$ cat src/rtl/sd_dat_rx_if.sv
// DAT-bus receive handshake between the SD data driver and sd_dat_rx.
// Signal names match the original flat port list of sd_dat_rx.
interface sd_dat_rx_if;
  logic       istart;
  logic [3:0] idat;
  logic [7:0] odata;
  logic       ovalid;
  logic       obusy;
  logic       odone;
  logic       ocrc_err;
  logic       oend_err;
  logic       otimeout;

  modport master (
    output istart, idat,
    input  odata, ovalid, obusy, odone, ocrc_err, oend_err, otimeout
  );

  modport slave (
    input  istart, idat,
    output odata, ovalid, obusy, odone, ocrc_err, oend_err, otimeout
  );
endinterface

$ cat src/rtl/sd_dat_rx.sv
// SD 4-bit DAT receive engine: start-bit hunt, nibble-to-byte deserialisation,
// per-line CRC16 check (x^16+x^12+x^5+1) and end-bit check.
module sd_dat_rx #(
  parameter int unsigned BLOCK_BYTES = 512,
  parameter int unsigned TIMEOUT     = 65535
) (
  input  logic        iclk,
  input  logic        irst,
  sd_dat_rx_if.slave  bus
);

  localparam int unsigned NN = 2 * BLOCK_BYTES;
  localparam int unsigned NW = $clog2(NN);
  localparam int unsigned TW = $clog2(TIMEOUT + 1);
  localparam logic [NW-1:0] NLAST = NW'(NN - 1);
  localparam logic [TW-1:0] TLAST = TW'(TIMEOUT - 1);

  typedef enum logic [2:0] {IDLE, WAIT_START, DATA, CRC, END} state_t;

  state_t          state, state_next;
  logic [TW-1:0]   tcnt;
  logic [NW-1:0]   ncnt;
  logic [3:0]      ccnt;
  logic [3:0][15:0] crc;
  logic [3:0]      high_nib;

  logic clr, wait_tick, tmo, dat_shift, crc_shift, end_chk, crc_mism;

  function automatic logic [15:0] crc_step(input logic [15:0] c, input logic d);
    logic fb;
    logic [15:0] n;
    fb    = d ^ c[15];
    n     = {c[14:0], fb};
    n[5]  = c[4]  ^ fb;
    n[12] = c[11] ^ fb;
    return n;
  endfunction

  always_ff @(posedge iclk or posedge irst) begin
    if (irst) state <= IDLE;
    else      state <= state_next;
  end

  always_comb begin
    state_next = state;
    case (state)
      IDLE:       if (bus.istart) state_next = WAIT_START;
      WAIT_START: begin
        if (bus.idat == 4'b0000) state_next = DATA;
        else if (tcnt == TLAST)  state_next = IDLE;
      end
      DATA:       if (ncnt == NLAST) state_next = CRC;
      CRC:        if (ccnt == 4'hF)  state_next = END;
      END:        state_next = IDLE;
      default:    state_next = IDLE;
    endcase
  end

  // Decode per-state datapath actions; a start bit wins over a coincident timeout.
  always_comb begin
    clr       = (state == IDLE) && bus.istart;
    wait_tick = (state == WAIT_START);
    tmo       = (state == WAIT_START) && (bus.idat != 4'b0000) && (tcnt == TLAST);
    dat_shift = (state == DATA);
    crc_shift = (state == CRC);
    end_chk   = (state == END);
    crc_mism  = 1'b0;
    for (int unsigned n = 0; n < 4; n++)
      crc_mism = crc_mism | (bus.idat[n] ^ crc[n][15]);
  end

  always_ff @(posedge iclk or posedge irst) begin
    if (irst) begin
      tcnt         <= '0;
      ncnt         <= '0;
      ccnt         <= '0;
      crc          <= '0;
      high_nib     <= '0;
      bus.odata    <= '0;
      bus.ovalid   <= 1'b0;
      bus.obusy    <= 1'b0;
      bus.odone    <= 1'b0;
      bus.ocrc_err <= 1'b0;
      bus.oend_err <= 1'b0;
      bus.otimeout <= 1'b0;
    end else begin
      bus.ovalid <= 1'b0;
      bus.odone  <= 1'b0;
      bus.obusy  <= (state_next != IDLE);

      if (clr) begin
        tcnt         <= '0;
        ncnt         <= '0;
        ccnt         <= '0;
        crc          <= '0;
        bus.ocrc_err <= 1'b0;
        bus.oend_err <= 1'b0;
        bus.otimeout <= 1'b0;
      end

      if (wait_tick) tcnt <= tcnt + TW'(1);
      if (tmo) begin
        bus.otimeout <= 1'b1;
        bus.odone    <= 1'b1;
      end

      if (dat_shift) begin
        for (int unsigned n = 0; n < 4; n++)
          crc[n] <= crc_step(crc[n], bus.idat[n]);
        ncnt <= ncnt + NW'(1);
        if (!ncnt[0]) begin
          high_nib <= bus.idat;
        end else begin
          bus.odata  <= {high_nib, bus.idat};
          bus.ovalid <= 1'b1;
        end
      end

      // Received CRC bits are compared against the MSB, then shifted out.
      if (crc_shift) begin
        if (crc_mism) bus.ocrc_err <= 1'b1;
        for (int unsigned n = 0; n < 4; n++)
          crc[n] <= {crc[n][14:0], 1'b0};
        ccnt <= ccnt + 4'd1;
      end

      if (end_chk) begin
        if (bus.idat != 4'b1111) bus.oend_err <= 1'b1;
        bus.odone <= 1'b1;
      end
    end
  end

endmodule

$ cat src/flat_wrapper.sv
// flat-port wrapper written by rule: the top's interface ports become plain ports
module sd_dat_rx_flat 
#(
  parameter int unsigned BLOCK_BYTES = 512,
  parameter int unsigned TIMEOUT     = 65535
)
  (iclk, irst, bus_istart, bus_idat, bus_odata, bus_ovalid, bus_obusy, bus_odone, bus_ocrc_err, bus_oend_err, bus_otimeout);
  sd_dat_rx_if bus_i ();
  input  logic iclk;
  input  logic irst;
  input wire logic [$bits(bus_i.istart)-1:0] bus_istart;
  input wire logic [$bits(bus_i.idat)-1:0] bus_idat;
  output wire logic [$bits(bus_i.odata)-1:0] bus_odata;
  output wire logic [$bits(bus_i.ovalid)-1:0] bus_ovalid;
  output wire logic [$bits(bus_i.obusy)-1:0] bus_obusy;
  output wire logic [$bits(bus_i.odone)-1:0] bus_odone;
  output wire logic [$bits(bus_i.ocrc_err)-1:0] bus_ocrc_err;
  output wire logic [$bits(bus_i.oend_err)-1:0] bus_oend_err;
  output wire logic [$bits(bus_i.otimeout)-1:0] bus_otimeout;
  assign bus_i.istart = bus_istart;
  assign bus_i.idat = bus_idat;
  assign bus_odata = bus_i.odata;
  assign bus_ovalid = bus_i.ovalid;
  assign bus_obusy = bus_i.obusy;
  assign bus_odone = bus_i.odone;
  assign bus_ocrc_err = bus_i.ocrc_err;
  assign bus_oend_err = bus_i.oend_err;
  assign bus_otimeout = bus_i.otimeout;
  sd_dat_rx #(.BLOCK_BYTES(BLOCK_BYTES), .TIMEOUT(TIMEOUT)) u_core (.iclk(iclk), .irst(irst), .bus(bus_i));
endmodule
$ cat config.mk
export PLATFORM = sky130hd
export DESIGN_NAME = sd_dat_rx_flat
export DESIGN_NICKNAME = d
export VERILOG_FILES = /design/src/rtl/sd_dat_rx_if.sv /design/src/rtl/sd_dat_rx.sv /design/src/flat_wrapper.sv
export SDC_FILE = /design/constraint.sdc
export NUM_CORES = 1
export LEC_CHECK = 0
export BUFFER_PORTS_ARGS = -buffer_cell sky130_fd_sc_hd__buf_2
export CAP_MARGIN = 10
export CORE_UTILIZATION = 55
export DETAILED_ROUTE_END_ITERATION = 6
export GPL_TIMING_DRIVEN = 1
export PLACE_DENSITY = 0.85
export SYNTH_ARGS = -nofsm -noshare
export SYNTH_HDL_FRONTEND = slang
export SYNTH_SLANG_ARGS = --single-unit
$ cat constraint.sdc
create_clock -name iclk -period 3.62 [get_ports iclk]
set_input_delay 0.362 -clock iclk [delete_from_list [all_inputs] [get_ports iclk]]
set_output_delay 0.362 -clock iclk [all_outputs]
set_load 0.005 [all_outputs]
==> impl_metrics.toml <==
[routing]
vias = 3690
dr.pass1.iters = 6
drtIter0Drc = 338
routed_wl_mm = 10.2
ant_nets = 0
drc = 0
viasPerCell = 5.88
wire_per_inst_um = 16.2

[sta]
fin_crit_sh_pct = 59.8
fin_tns_setup_ps = 0
rsz0062_at_grt = "false"
relSlewSlack_pct = 38.2
hold_ws_ps = 23.1
setup_viol = 0
fmax_mhz = 462
maxSlewViolCount = 0
fin_crit_ps = 2170
hold_viol = 0
tightestPinTransition_ps = 927
finClkSkew_ps = 11.3
postLayoutSetupSlackWorst_ps = 1450

[floorplanning]
die_w_um = 97.5
io_pins = 21
die_h_um = 97.5
start_util_pct = 57.3
fp.dieArea_um2 = 9520
coreArea_um2 = 8760
row_count = 34

[pwr]
internal_power_mw = 3.38
clkPwrFrac_pct = 33.9
p_comb_share_pct = 25.7
leakagePower_nw = 2.58
power.density_nw_per_um2 = 897
p_switching_mw = 1.80
finalPower_mw = 5.18
ir_drop_uv = 572
seq_power_share_pct = 40.5
netSwitchingFraction_pct = 34.8

[logic_synthesis]
synth_warnings = 0
synth-edff-count = 0
async_reset_ff_share_pct = 100
synth_cells = 492
syn-cell-area_um2 = 5020
synth_ff_type = "dfrtp_1"
seq_area_frac_synth_pct = 57.3
yosysUniqueCellTypes = 46
syn_nets = 503
ys_ff_latch = 115
syn_area_per_cell_um2 = 10.2

[placed_design]
gp_congestion = 0.913
dp_hpwl_mm = 5.97
dpl_worst_slack_ps = 1540
port_buffers = 20
dpl.cell_count = 596
place_area_um2 = 5150

[layout]
multi_input_area_um2 = 1970
finalNonFillerCells = 628
layout-drive-gt1-share_pct = 15.8
n_antenna_cell = 0
nets = 518
register_area_um2 = 2880
fillers = 647
fin_util_pct = 65.8
area_growth_pct = 14.9
final_area_um2 = 5770

[clocking]
cts_tree = "built"
cts_resized = 0
cts_setup_buffers = 0
clock_latency_ps = 530
postCtsHoldBufs = 0
h-tree-depth = 4
cts.sinks = 115
cts_buffer_depth = 2
cts-buffers-inserted = 17
cts-root-buf = "clkbuf_8"
cts.clk_slew.worst_paths_ps = 70

[global_routing]
grt_pass1_vias = 3501
grt_max_degree = 76
grt_antenna_before_repair = 0
overflow = 0
track_usage_pct = 23.3
grt_pass1_wl_mm = 17.3

[worst_setup_path]
arrival_ps = 2570
rrSetupSlack_ps = 1450
startpoint_type = "flop"
reg2reg_depth = 5
path_class = "reg -> reg"
critPathRequiredTime_ps = 4030
end_kind = "flop"
cp_max_fo = 18

[outcome]
status = "completed"

[hold_path]
hold_class = "in -> async"

[job]
maxCapViolCount = 0
## power by group through the flow
stage | clock network [mW] | registers (mW) | logic (mW)
after floorplan | 0 | 1.97 | 1.13
after global placement | 0 | 2.06 | 1.25
after detailed placement | 0 | 2.09 | 1.32
after CTS | 1.77 | 2.09 | 1.35
after global routing | 1.82 | 2.14 | 1.51
final | 1.75 | 2.09 | 1.33
## metal layers
layer	GRT usage, %	wire, um
met1	31.5	4600
met2	35.7	4970
met3	5.90	413
met4	10.1	206
met5	0	0
## registers in the layout (all words and copies together), names as in the netlist
register / cells
u_core.bus.otimeout: 1
u_core.bus.odata: 8
u_core.high_nib: 4
u_core.crc: 64
u_core.tcnt: 16
u_core.bus.obusy: 1
u_core.bus.ovalid: 1
u_core.bus.odone: 1
u_core.ncnt: 10
u_core.state: 3
u_core.ccnt: 4
u_core.bus.ocrc_err: 1
u_core.bus.oend_err: 1
## Yosys cell counts (3+ instances only)
cell type | number | area share, %
mux2_2 | 12 | 2.7
nor4_1 | 3 | 0.37
buf_2 | 10 | 1.0
clkbuf_1 | 10 | 0.75
and3_1 | 6 | 0.75
o41ai_1 | 3 | 0.52
nor2_1 | 4 | 0.30
nor3_1 | 3 | 0.30
mux2i_1 | 9 | 1.8
nand4_1 | 8 | 1.0
nand3_1 | 28 | 2.8
xnor2_1 | 8 | 1.4
dfrtp_1 | 115 | 57
inv_1 | 3 | 0.22
nor2b_1 | 6 | 0.75
and4_1 | 3 | 0.52
buf_4 | 7 | 1.0
o21ai_0 | 72 | 7.2
o31ai_1 | 5 | 0.75
ha_1 | 4 | 1.0
o211ai_1 | 6 | 0.90
nand2_1 | 133 | 9.9
xor2_1 | 4 | 0.70
## cell type report
| class | count | share of cell area [%] |
|---|---|---|
| Timing Repair Buffer | 26 | 2.73 |
| Clock inverter | 14 | 3.27 |
| Clock buffer | 18 | 7.42 |
| Inverter | 3 | 0.239 |
| Multi-Input combinational cell | 344 | 34.1 |
| Sequential cell | 115 | 49.9 |
| Tap cell | 108 | 2.34 |
## placed cells by master, fill, tap and decap left out, drive strengths merged, types with 5 or more instances in the layout
cell,netlist,final
xnor2,8,8
buf,20,26
nand2,134,134
and3,6,6
mux2,12,12
nor2b,6,6
nand3,29,29
clkbuf,10,18
o31ai,5,5
dfrtp,115,115
mux2i,9,9
nand4,9,9
inv,3,11
o211ai,6,6
o21ai,74,74
## worst max-delay path: stages, from the launching register on
cell and delay (ps):
dfrtp_1 640, nor2_1 320, nand3b_1 460, buf_4 380, o311ai_0 110, o41ai_1 120
## kinds of logic (layout without fill, tap and decap cells)
| group | Yosys count | in the layout | share of synthesized area [%] |
|---|---|---|---|
| fa+ha+maj | 4 | 4 | 0.997 |
| buf+inv | 33 | 61 | 3.54 |
| flops | 115 | 115 | 57.3 |
| simple gates | 208 | 208 | 20.2 |
| mux | 21 | 21 | 4.49 |
| xor+xnor | 12 | 12 | 2.09 |
| compound gates | 99 | 99 | 11.4 |
## final timing paths
kind / from / end
min in group iclk: bus_idat[2] / u_core.bus.odata[2]
max: u_core.state[0] / u_core.tcnt[11]
max in group asynchronous: irst / u_core.crc[0]
min reg2reg: u_core.bus.otimeout / u_core.bus.otimeout
min: irst / u_core.high_nib[1]
max reg2reg: u_core.state[0] / u_core.tcnt[11]
(Power assumes the default switching activity.)
